`config.mk`:
```
export PLATFORM = sky130hd
export DESIGN_NAME = serial_cmd_slave
export DESIGN_NICKNAME = d
export VERILOG_FILES = /design/src/rtl/serial_cmd_slave.sv
export SDC_FILE = /design/constraint.sdc
export NUM_CORES = 1
export LEC_CHECK = 0
export ABC_AREA = 1
export ABC_CLOCK_PERIOD_IN_PS = 3600
export BUFFER_PORTS_ARGS = -buffer_cell sky130_fd_sc_hd__buf_2
export CORE_MARGIN = 2
export CORE_UTILIZATION = 29
export CTS_CLUSTER_DIAMETER = 150
export DETAILED_ROUTE_END_ITERATION = 6
export RECOVER_POWER = 50
export SLEW_MARGIN = 20
export SYNTH_ARGS = -nofsm -noshare
export SYNTH_HDL_FRONTEND = slang
export SYNTH_SLANG_ARGS = --single-unit
```
`constraint.sdc`:
```
create_clock -name master_clk -period 3.6 [get_ports master_clk]
set_input_delay 0.36 -clock master_clk [delete_from_list [all_inputs] [get_ports master_clk]]
set_output_delay 0.36 -clock master_clk [all_outputs]
set_load 0.02 [all_outputs]
```
`src/rtl/serial_cmd_slave.sv`:
```
// serial_cmd_slave
// ----------------------------------------------------------------------------
// Deserialises host commands from the FX2 3-wire serial bus (sclk/sen/sdi)
// into the master_clk domain. The bus inputs are oversampled on master_clk;
// there is no other clock in this block.
//
// Frame (MSB first): bit 0 = R/W (1 = read), bits 1-7 = address,
// bits 8-39 = write data (ignored on reads).
//   - A complete write frame produces one serial_strobe cycle carrying
//     serial_addr/serial_data.
//   - A read frame drives the selected readback word on sdo while sdo_en is
//     high.
//   - Short frames and overrun frames pulse frame_error.
//
// Ports
//   master_clk      system clock, at least 8x the sclk frequency
//   reset_n         asynchronous active-low reset
//   sclk, sen, sdi  host serial bus; asynchronous to master_clk
//   sdo, sdo_en     serial read data and its tristate enable
//   readback_0..3   readback words selectable by read address 0..3
//   serial_addr     committed write address; holds between commits
//   serial_data     committed write data; holds between commits
//   serial_strobe   one-cycle write commit pulse
//   frame_error     one-cycle pulse on a malformed frame
//   busy            high while a frame is in progress
//   dbg_state       current FSM state, for observation only
//
// Handshake: there is no back-pressure. serial_strobe is a single-cycle
// valid. serial_addr/serial_data are updated in the same cycle that
// serial_strobe is high and are stable at every other time, so a consumer
// only needs to sample them while serial_strobe is high.
// ----------------------------------------------------------------------------
module serial_cmd_slave #(
  parameter int FRAME_BITS   = 40,
  parameter int NUM_READBACK = 4
) (
  input  logic        master_clk,
  input  logic        reset_n,
  input  logic        sclk,
  input  logic        sen,
  input  logic        sdi,
  output logic        sdo,
  output logic        sdo_en,
  input  logic [31:0] readback_0,
  input  logic [31:0] readback_1,
  input  logic [31:0] readback_2,
  input  logic [31:0] readback_3,
  output logic [6:0]  serial_addr,
  output logic [31:0] serial_data,
  output logic        serial_strobe,
  output logic        frame_error,
  output logic        busy,
  output logic [2:0]  dbg_state
);

  typedef enum logic [2:0] {
    IDLE  = 3'd0,
    HDR   = 3'd1,
    WDATA = 3'd2,
    RDATA = 3'd3,
    FULL  = 3'd4
  } state_t;

  localparam logic [5:0] HDR_CNT  = 6'd8;
  localparam logic [5:0] LAST_CNT = 6'(FRAME_BITS);

  // Synchronisers. The third stage on sclk and sen is for edge detection.
  logic sclk_s1, sclk_s2, sclk_s3;
  logic sen_s1, sen_s2, sen_s3;
  logic sdi_s1, sdi_s2;
  logic sclk_rise, sclk_fall, sen_rise, sen_fall;

  // Frames are accepted only after sen has been seen low once since reset.
  // The synchroniser stages come out of reset at 0, so a sen that is already
  // high would otherwise look like a fresh rising edge.
  logic [1:0] sync_fill;
  logic       armed;

  state_t                state, state_next;
  logic [5:0]            bit_cnt;
  logic [FRAME_BITS-1:0] shift_reg;
  logic [31:0]           out_reg;
  logic [31:0]           rb_sel;
  logic                  rw_flag;
  logic                  skip_fall;
  logic                  overrun;

  logic frame_start, commit_go, error_go, load_out;
  logic commit_pend, error_pend;

  assign sclk_rise = sclk_s2 & ~sclk_s3;
  assign sclk_fall = ~sclk_s2 & sclk_s3;
  assign sen_rise  = sen_s2 & ~sen_s3;
  assign sen_fall  = ~sen_s2 & sen_s3;

  always_ff @(posedge master_clk or negedge reset_n) begin
    if (!reset_n) begin
      sclk_s1   <= 1'b0;
      sclk_s2   <= 1'b0;
      sclk_s3   <= 1'b0;
      sen_s1    <= 1'b0;
      sen_s2    <= 1'b0;
      sen_s3    <= 1'b0;
      sdi_s1    <= 1'b0;
      sdi_s2    <= 1'b0;
      sync_fill <= 2'd0;
      armed     <= 1'b0;
    end else begin
      sclk_s1 <= sclk;
      sclk_s2 <= sclk_s1;
      sclk_s3 <= sclk_s2;
      sen_s1  <= sen;
      sen_s2  <= sen_s1;
      sen_s3  <= sen_s2;
      sdi_s1  <= sdi;
      sdi_s2  <= sdi_s1;
      if (sync_fill != 2'd2) sync_fill <= sync_fill + 2'd1;
      // sen_s2 reflects the real pin only once two edges have passed.
      if (sync_fill == 2'd2 && !sen_s2) armed <= 1'b1;
    end
  end

  // Readback selection from the address header (low 7 bits after 8 shifts).
  always_comb begin
    rb_sel = '0;
    if (shift_reg[6:0] < 7'(NUM_READBACK)) begin
      case (shift_reg[1:0])
        2'd0:    rb_sel = readback_0;
        2'd1:    rb_sel = readback_1;
        2'd2:    rb_sel = readback_2;
        default: rb_sel = readback_3;
      endcase
    end
  end

  always_ff @(posedge master_clk or negedge reset_n) begin
    if (!reset_n) state <= IDLE;
    else          state <= state_next;
  end

  always_comb begin
    state_next  = state;
    frame_start = 1'b0;
    commit_go   = 1'b0;
    error_go    = 1'b0;
    load_out    = 1'b0;
    if (state != IDLE && sen_fall) begin
      state_next = IDLE;
      if (state == FULL && !overrun) begin
        // Complete frame: writes commit, reads end silently.
        commit_go = ~rw_flag;
      end else begin
        error_go = 1'b1;
      end
    end else begin
      case (state)
        IDLE: begin
          if (sen_rise && armed) begin
            frame_start = 1'b1;
            state_next  = HDR;
          end
        end
        HDR: begin
          if (bit_cnt == HDR_CNT) begin
            if (shift_reg[7]) begin
              load_out   = 1'b1;
              state_next = RDATA;
            end else begin
              state_next = WDATA;
            end
          end
        end
        WDATA:   if (bit_cnt == LAST_CNT) state_next = FULL;
        RDATA:   if (bit_cnt == LAST_CNT) state_next = FULL;
        FULL:    state_next = FULL;
        default: state_next = IDLE;
      endcase
    end
  end

  always_ff @(posedge master_clk or negedge reset_n) begin
    if (!reset_n) begin
      bit_cnt   <= '0;
      shift_reg <= '0;
      out_reg   <= '0;
      rw_flag   <= 1'b0;
      skip_fall <= 1'b0;
      overrun   <= 1'b0;
    end else if (frame_start) begin
      bit_cnt   <= '0;
      shift_reg <= '0;
      out_reg   <= '0;
      rw_flag   <= 1'b0;
      skip_fall <= 1'b0;
      overrun   <= 1'b0;
    end else begin
      if (sclk_rise && sen_s2 && (state == HDR || state == WDATA || state == RDATA))
        bit_cnt <= bit_cnt + 6'd1;
      if (sclk_rise && (state == HDR || state == WDATA))
        shift_reg <= {shift_reg[FRAME_BITS-2:0], sdi_s2};
      if (sclk_rise && state == FULL)
        overrun <= 1'b1;
      if (load_out) begin
        out_reg   <= rb_sel;
        rw_flag   <= 1'b1;
        // The load lands while bit 7 is still high; its falling edge must
        // not shift, so the host sees bit 31 during bit 8.
        skip_fall <= 1'b1;
      end else if (state == RDATA && sclk_fall) begin
        if (skip_fall) skip_fall <= 1'b0;
        else           out_reg   <= {out_reg[30:0], 1'b0};
      end
    end
  end

  // Commit one cycle after the FSM sees sen_fall. The frame contents stay in
  // shift_reg because nothing shifts in IDLE.
  always_ff @(posedge master_clk or negedge reset_n) begin
    if (!reset_n) begin
      commit_pend   <= 1'b0;
      error_pend    <= 1'b0;
      serial_strobe <= 1'b0;
      frame_error   <= 1'b0;
      serial_addr   <= '0;
      serial_data   <= '0;
    end else begin
      commit_pend   <= commit_go;
      error_pend    <= error_go;
      serial_strobe <= commit_pend;
      frame_error   <= error_pend;
      if (commit_pend) begin
        serial_addr <= shift_reg[FRAME_BITS-2 -: 7];
        serial_data <= shift_reg[31:0];
      end
    end
  end

  assign sdo_en    = (state == RDATA);
  assign sdo       = sdo_en & out_reg[31];
  assign busy      = (state != IDLE);
  assign dbg_state = state;

endmodule

```
Word-level counts from Yosys, hierarchy flattened
Index checks and enable logic that the tools add are counted.

Logic and storage cells: 108. Bits of input ports: 133. Bits in registers: 137. Output and inout bits: 47.

Reduce and logical (&&, ||, !) cells: 24. Equal/unequal tests: 14. Bitwise operators: 10. Muxes and demuxes: 34. Add/subtract/negate cells: 2. $lt $le $gt $ge: 1.

Operators by type and width (count): $mux W32 (5); $pmux W32 S3 (1); $mux W39 (2); $mux W1 (19); $mux W3 (4); $mux W6 (2); $pmux W3 S4 (1); $logic_and A1 B1 Y1 (9); $reduce_bool A2 Y1 (4); $lt A7 B3 Y1 const B (1); $add A6 B1 Y6 const B (1); $eq A3 B2 Y1 const B (2); $eq A6 B4 Y1 const B (1); $eq A6 B6 Y1 const B (1); $ne A3 B1 Y1 const B (2); $ne A3 B3 Y1 const B (2); $reduce_bool A3 Y1 (2); $and A1 B1 Y1 (5); $not A1 Y1 (5); $eq A2 B2 Y1 const B (2); $eq A3 B1 Y1 const B (1); $eq A3 B3 Y1 const B (1); $logic_not A3 Y1 (1); $reduce_and A3 Y1 (1); 8 further kinds (10).

Depth between registers and ports, before layout
Gate-level depths: netlist of run 1.

Word-level depth: 8. Depth in mapped cells: 12. Depth with buffers taken out: 10.

Worst setup path before layout of run 1
OpenSTA, ideal clock, no wires.

Path type: register to register. Start: register state[0], in the netlist dbg_state[0]. End: register out_reg[0]. Clock period less this slack: 1.623 ns. Path slack: 1.977 ns. Data arrival time: 1.506 ns. Cell stages (with the launch flop): 7. Required time: 3.483 ns. Library setup time: 0.117 ns. Cell sequence: dfrtp_1 > nand2_1 > nor2_2 > nand3_2 > clkbuf_1 > nand3_1 > nand2_1.

Elaborated cells on any way between the ends: 15. Classes of those cells: 3 x eq/ne; 6 x mux; 6 x reduce/logical.

RTL lines: from (decl) (line 79) `state_t state, state_next;`; from (signal assigned) (line 138) `else state <= state_next;`; $eq A3 B2 Y1; named net sdo_en (line 43) `output logic sdo_en,`; $logic_and A1 B1 Y1 (line 209) `end else if (state == RDATA && sclk_fall) begin`; $reduce_bool A3 Y1 (no source line); $reduce_and A2 Y1 (no source line); to (signal assigned) (line 204) `out_reg <= rb_sel;`; to (signal assigned) (line 211) `else out_reg <= {out_reg[30:0], 1'b0};`; to (decl) (line 82) `logic [31:0] out_reg;`.

The timed path passes the listed nets, and every way through them passes these cells. A chain may end at the register's enable or synchronous reset.

Worst setup path after layout of run 1
Start: register state[2], in the netlist dbg_state[2]. End: register shift_reg[12].

Word-level cells in the longest chain between the ends: 4. Elaborated cells on any way between the ends: 11. Classes of those cells: 2 x eq/ne; 3 x mux; 6 x reduce/logical.

Ends and longest elaborated chain: $logic_not A3 Y1, or another cell as far along (line 156) `case (state)`; $mux W1, or another cell as far along (line 156); $mux W1 or $logic_and A1 B1 Y1 (tied branches) (line 147, 199); $mux W39 or $reduce_bool A2 Y1 (tied branches); to (signal assigned) (line 200) `shift_reg <= {shift_reg[FRAME_BITS-2:0], sdi_s2};`; to (decl) (line 81) `logic [FRAME_BITS-1:0] shift_reg;`.

Parallel ways exist; a longest one is shown, timed or not.

==> results of run 1 <==
worst paths after layout:
path / end / slack (ns) / depth (start not counted)
max: shift_reg[12] / 1.03 / 7
min: sdi_s1 / 0.05 / 1
max reg2reg: shift_reg[12] / 1.03 / 7
min reg2reg: sdi_s2 / 0.35 / 0
max in group asynchronous: sen_s2 / 1.31 / 2
min in group asynchronous: serial_data[11] / 0.63 / 1
routing by layer:
| layer | vias to the layer above | share of wire |
|---|---|---|
| li1 | 3157 | - |
| met1 | 2989 | 0.45 |
| met2 | 188 | 0.46 |
| met3 | 20 | 0.075 |
| met4 | 4 | 0.0085 |
| met5 | - | 0.0013 |
final cells by class:
type,instances,share of cell area
Clock buffer,18,0.0505
Tap cell,319,0.0469
Timing Repair Buffer,192,0.116
Clock inverter,14,0.0190
Inverter,58,0.0256
Multi-Input combinational cell,588,0.338
Sequential cell,137,0.404
worst max-delay path, cell delays in order, from the launching register on:
cell and delay [ns]:
dfrtp_1 0.45, inv_1 0.10, nand2_2 0.11, inv_2 0.04, nand2_2 0.32, buf_4 0.37
nand2_1 0.63, o21ai_0 0.43
logic make-up after synthesis:
kind of cell	Yosys count	share of synthesized area
xor gates and xnor gates	2	0.00256
DFF	137	0.500
buffers and inverters	123	0.0805
AOI/OAI and AO/OA	86	0.0663
muxes	8	0.0131
and+or+nand+nor	489	0.332
adders and majority gates	3	0.00548
synth_stat cells (all sizes together), types with 3 or more instances:
cell type / count / area (sq um)
a21oi: 38 / 194
buf: 41 / 244
clkbuf: 24 / 90.1
dfrtp: 137 / 3430
ha: 3 / 37.5
inv: 58 / 218
mux2: 8 / 90.1
nand2: 163 / 617
nand3: 228 / 1170
nand4: 36 / 225
nor2: 57 / 241
nor3: 5 / 25.0
o21ai: 40 / 200
o31ai: 7 / 52.6
power by group:
part	internal [mW]	switching [mW]
Clock	1.04	0.710
Combinational	0.670	1.53
Sequential	1.90	0.221
per-stage QoR:
stage | hold slack, ns | area, sq um | std cells | power, mW
finish | 0.0478 | 8500 | 1326 | 6.07
global route | 0.0262 | 8500 | 1326 | 6.49
floorplan | 0.0644 | 6850 | 848 | 3.68
CTS | 0.0280 | 8520 | 1326 | 6.15
global placement | 0.333 | 7930 | 1294 | 4.36
detailed placement | 0.337 | 7930 | 1294 | 4.37
layout by cell type, fill, tap and decap left out, types with 2 or more instances in the layout:
cell type  synthesis  layout
a21oi_1           37      37
buf_2             27     177
buf_4              3      11
bufinv_16          0       2
clkbuf_1          24       2
clkbuf_16          0      17
clkbuf_2           0       3
clkinv_2           0       2
clkinv_4           0       3
dfrtp_1          137     135
dfrtp_2            0       2
ha_1               3       3
inv_1             54      54
inv_2              4       4
inv_6              0       4
inv_8              0       2
mux2_2             8       8
nand2_1          161     161
nand2_2            2       2
nand3_1          223     223
nand3_2            5       5
nand4_1           36      36
nor2_1            52      51
nor2_2             2       3
nor2_4             3       3
nor3_1             5       5
o21ai_0           40      40
o31ai_1            7       7
==> results.py, run 1 <==
metrics = {
    "run_status": {
        "status": "finished with violations",
        "violations": "max-capacitance violations, max-slew violations",
    },
    "synthesis": {
        "syn-instance-count": 848,
        "synth_edf_count": 0,
        "ys_dominant_reg_cell": "dfrtp_1",
        "syn_nets": 984,
        "synth_area_sq_um": 6850,
        "syn_avg_cell_area_sq_um": 8.08,
        "synth_seq_cells": 137,
        "ys_types": 26,
        "ys_warn_count": 0,
        "async_reset_ff_frac": 1.00,
        "yosysSeqAreaShare": 0.500,
    },
    "sta": {
        "skew_ns": 0.00966,
        "timing.final.hold_violations": 0,
        "tightest_slew_ns": 2.34,
        "timing.fmax_mhz": 390,
        "setup_ws_ns": 1.03,
        "maxSlewHeadroom": -0.559,
        "setup_viol": 0,
        "maxSlewViolCount": 94,
        "setup_tns_ns": 0,
        "rsz0062_at_grt": "false",
        "post-route-period-util": 0.713,
        "final.min_clock_period_ns": 2.57,
    },
    "final_layout": {
        "drive_gt1_frac": 0.248,
        "seqCellArea_sq_um": 3430,
        "fin_util": 0.364,
        "multiInputGateArea_sq_um": 2880,
        "diodes": 0,
        "largest_reg_flops": 39,
        "synthToLayoutAreaGrowth_pct": 24.0,
        "nets": 1130,
        "fillers": 2415,
    },
    "clocking": {
        "hold_buffers": 0,
        "tritoncts": "yes",
        "cts_max_level": 4,
        "cts.sinks": 137,
        "path_clk_slew_ns": 0.06,
        "cts.repair.resized": 0,
        "numCtsBuffers": 17,
        "clockRootBuffer": "clkbuf_16",
        "cts_buffer_depth": 2,
        "cts_setup_buffers": 0,
        "clk_latency_ns": 0.42,
    },
    "floorplanning": {
        "die_area_sq_um": 24900,
        "io_pins": 180,
        "die_y_um": 158,
        "num_rows": 56,
        "core_area_sq_um": 23300,
        "die_width_um": 158,
        "initial_utilization": 0.294,
    },
    "global_routing": {
        "grt_use_met3": 0.0468,
        "grt_max_degree": 94,
        "grt_pass1_wl_mm": 29.6,
        "use_met1": 0.197,
        "grt_use_met2": 0.241,
        "grt.busiest_layer": "met2",
        "overflow": 0,
        "globalRouteTotalUtil": 0.151,
        "antenna_found_initial": 2,
        "grt_pass1_vias": 5753,
    },
    "worst_setup_path": {
        "cp.arrival_ns": 2.88,
        "crit_fanout": 31,
        "start_kind": "flop",
        "critPathKind": "reg -> reg",
        "worstSetupStartpoint": "dbg_state[2]",
        "regToRegStartpoint": "dbg_state[2]",
        "required_ns": 3.91,
        "critPathCaptureType": "flop",
    },
    "drt": {
        "route.antenna.remaining_nets": 0,
        "firstDrtPassIters": 7,
        "routedWlPerCell_um": 14.3,
        "vias": 6358,
        "routed_via_density": 4.79,
        "drc": 0,
        "drt_wl_total_mm": 19.0,
        "initialDrtViolationCount": 584,
    },
    "worst_hold_path": {
        "holdCritStartpoint": "sdi",
        "hp-class": "in -> reg",
    },
    "pwr": {
        "cellPowerDensity_nw_per_um2": 714,
        "ir_worst_vdd_v": 0.000388,
        "leakage_nw": 4.29,
    },
    "place": {
        "dp_slack_ns": 1.05,
        "dpl.hpwl_mm": 12.8,
        "place.gp.congestion": 0.813,
        "port_buffers": 179,
    },
    "flow_run": {
        "maxCapViolCount": 1,
    },
}
Note: power is estimated with default switching activity, not from simulation.
==> inputs of run 2 (changes only) <==
ABC_CLOCK_PERIOD_IN_PS = 2500   (was 3600)
clock period = 2.5 ns   (was 3.6 ns; I/O delays follow)
==> run 2 against run 1 <==
Largest cell class unchanged. The flow still finishes with violations (max-capacitance violations, max-slew violations). Largest power group unchanged. Non-clock buffer count increased by 11. Maximum frequency increased by 22%. Total power increased by 48%. Die area unchanged. Sequential power increased by 45%. Worst setup slack got worse by 0.63 ns. Highest routed layer is now met4. Via count decreased by 0.36%.
==> results.py, run 2 (synthesis results as in run 1) <==
metrics = {
    "pwr": {
        "ir_worst_vdd_v": 0.000636,
        "leakage_nw": 4.36,
        "power.internal_mw": 5.39,
        "seqPwrFrac": 0.342,
        "cellPowerDensity_nw_per_um2": 1030,
        "switching_share": 0.398,
        "fin_total_pwr_mw": 8.96,
        "clock_power_share": 0.290,
        "combPwrFrac": 0.368,
        "switching_power_mw": 3.56,
    },
    "sta": {
        "post-route-period-util": 0.838,
        "rsz0062_at_grt": "false",
        "maxSlewViolCount": 63,
        "setup_tns_ns": 0,
        "timing.final.hold_violations": 0,
        "tightest_slew_ns": 1.70,
        "maxSlewHeadroom": -0.133,
        "timing.fmax_mhz": 477,
        "final.min_clock_period_ns": 2.09,
        "skew_ns": 0.00986,
        "whs_ns": 0.232,
        "setup_viol": 0,
    },
    "flow_run": {
        "maxCapViolCount": 1,
    },
    "clocking": {
        "cts_buffer_depth": 2,
        "numCtsBuffers": 17,
        "cts.repair.resized": 0,
        "tritoncts": "yes",
        "cts_max_level": 4,
        "clockRootBuffer": "clkbuf_16",
        "cts.sinks": 137,
        "path_clk_slew_ns": 0.06,
        "hold_buffers": 4,
        "clk_latency_ns": 0.42,
        "cts_setup_buffers": 0,
    },
    "global_routing": {
        "grt_pass1_wl_mm": 30.3,
        "grt_max_degree": 65,
        "globalRouteTotalUtil": 0.155,
        "antenna_found_initial": 0,
        "grt_pass1_vias": 5868,
        "overflow": 0,
    },
    "final_layout": {
        "final_common_cell": "nand3_1",
        "layout_common_cells": "nand3_1 (223), buf_2 (177), nand2_1 (161)",
        "drive_gt1_frac": 0.251,
        "nets": 1141,
        "fillers": 2434,
        "synthToLayoutAreaGrowth_pct": 26.6,
        "diodes": 0,
        "largest_reg_flops": 39,
    },
    "worst_setup_path": {
        "start_kind": "flop",
        "required_ns": 2.82,
        "cp.buffers_inverters": 4,
        "cp.arrival_ns": 2.41,
        "path_cells": "inv_1 -> nand2_2 -> inv_2 -> nand2_2 -> inv_2 -> nor2_4 -> nand3_1 -> nand2_1 -> inv_1",
        "cp_top_family": "simple AND/OR/NAND/NOR gates",
        "crit_path_top_delay_cell": "nor2_4",
        "crit_fanout": 32,
        "slowest_delay_ns": 0.63,
        "worst-r2r-setup-slack_ns": 0.41,
        "critPathKind": "reg -> reg",
        "critPathCaptureType": "flop",
    },
    "floorplanning": {
        "io_pins": 180,
        "initial_utilization": 0.294,
        "die_y_um": 158,
        "die_area_sq_um": 24900,
        "die_width_um": 158,
        "core_area_sq_um": 23300,
        "num_rows": 56,
    },
    "drt": {
        "route.antenna.remaining_nets": 0,
        "routed_via_density": 4.74,
        "firstDrtPassIters": 4,
        "vias": 6335,
        "drt_wl_total_mm": 19.2,
        "initialDrtViolationCount": 440,
        "routedWlPerCell_um": 14.3,
        "drc": 0,
    },
    "run_status": {
        "status": "finished with violations",
        "violations": "max-capacitance violations, max-slew violations",
    },
    "worst_hold_path": {
        "hp-class": "in -> reg",
    },
    "place": {
        "port_buffers": 179,
        "place.gp.congestion": 0.781,
        "dpl.hpwl_mm": 13.1,
    },
}
-- run 2: changes by cell type in the layout (fill, tap and decap cells not counted), sizes merged --
| cell | before | now |
|---|---|---|
| dlygate4sd3 | 0 | 4 |
| clkinv | 5 | 3 |
| clkbuf | 22 | 23 |
| inv | 64 | 62 |
| clkinvlp | 1 | 2 |
| bufinv | 2 | 3 |
| buf | 188 | 196 |
-- run 2: routing by layer --
layer,track usage,share of wire,vias to the layer above
met5,0,0,-
met4,0.0485,0.0084,0
met3,0.0430,0.069,11
met2,0.252,0.47,178
met1,0.199,0.45,2970
li1,-,-,3176
-- run 2: power groups by stage --
| stage | sequential (mW) | combinational (mW) | clock [mW] |
|---|---|---|---|
| floorplan | 3.35 | 1.95 | 0 |
| global placement | 3.08 | 3.30 | 0 |
| detailed placement | 3.09 | 3.33 | 0 |
| CTS | 3.07 | 3.35 | 2.66 |
| global route | 3.14 | 3.70 | 2.76 |
| finish | 3.07 | 3.29 | 2.60 |
-- run 2: stage by stage --
stage                     setup WS [ns]  cell area [sq um]   util  std cells
after floorplan                   0.877               6850      -        848
after global placement            0.376               8040  0.345       1301
after detailed placement          0.391               8040  0.345       1301
after CTS                         0.382               8690  0.372       1337
after global routing             0.0717               8680  0.372       1337
final                             0.405               8680  0.372       1337
-- run 2: worst paths after layout --
check	from	endpoint	cells after the start
worst max register to register	dbg_state[2]	out_reg[31]	9
max in group asynchronous	reset_n	serial_addr[3]	3
min in group asynchronous	reset_n	serial_data[10]	2
worst min-delay path	readback_2[0]	out_reg[0]	5
worst min register to register	sclk_s1	sclk_s2	0
worst max-delay path	dbg_state[2]	out_reg[31]	9
-- run 2: worst register-to-register path, cell delays in order (launching register included) --
cell and delay [ns]:
dfrtp_1 0.45, inv_1 0.10, nand2_2 0.11, inv_2 0.04, nand2_2 0.20, inv_2 0.20, nor2_4 0.63, nand3_1 0.13
nand2_1 0.10, inv_1 0.04
-- run 2: area by class of cell --
cell class,instances,area (sq um),share of cell area
Timing Repair Buffer,203,1140,0.132
Inverter,58,218,0.0251
Clock buffer,20,447,0.0515
Tap cell,319,399,0.0460
Multi-Input combinational cell,588,2880,0.331
Sequential cell,137,3430,0.395
Clock inverter,12,163,0.0187
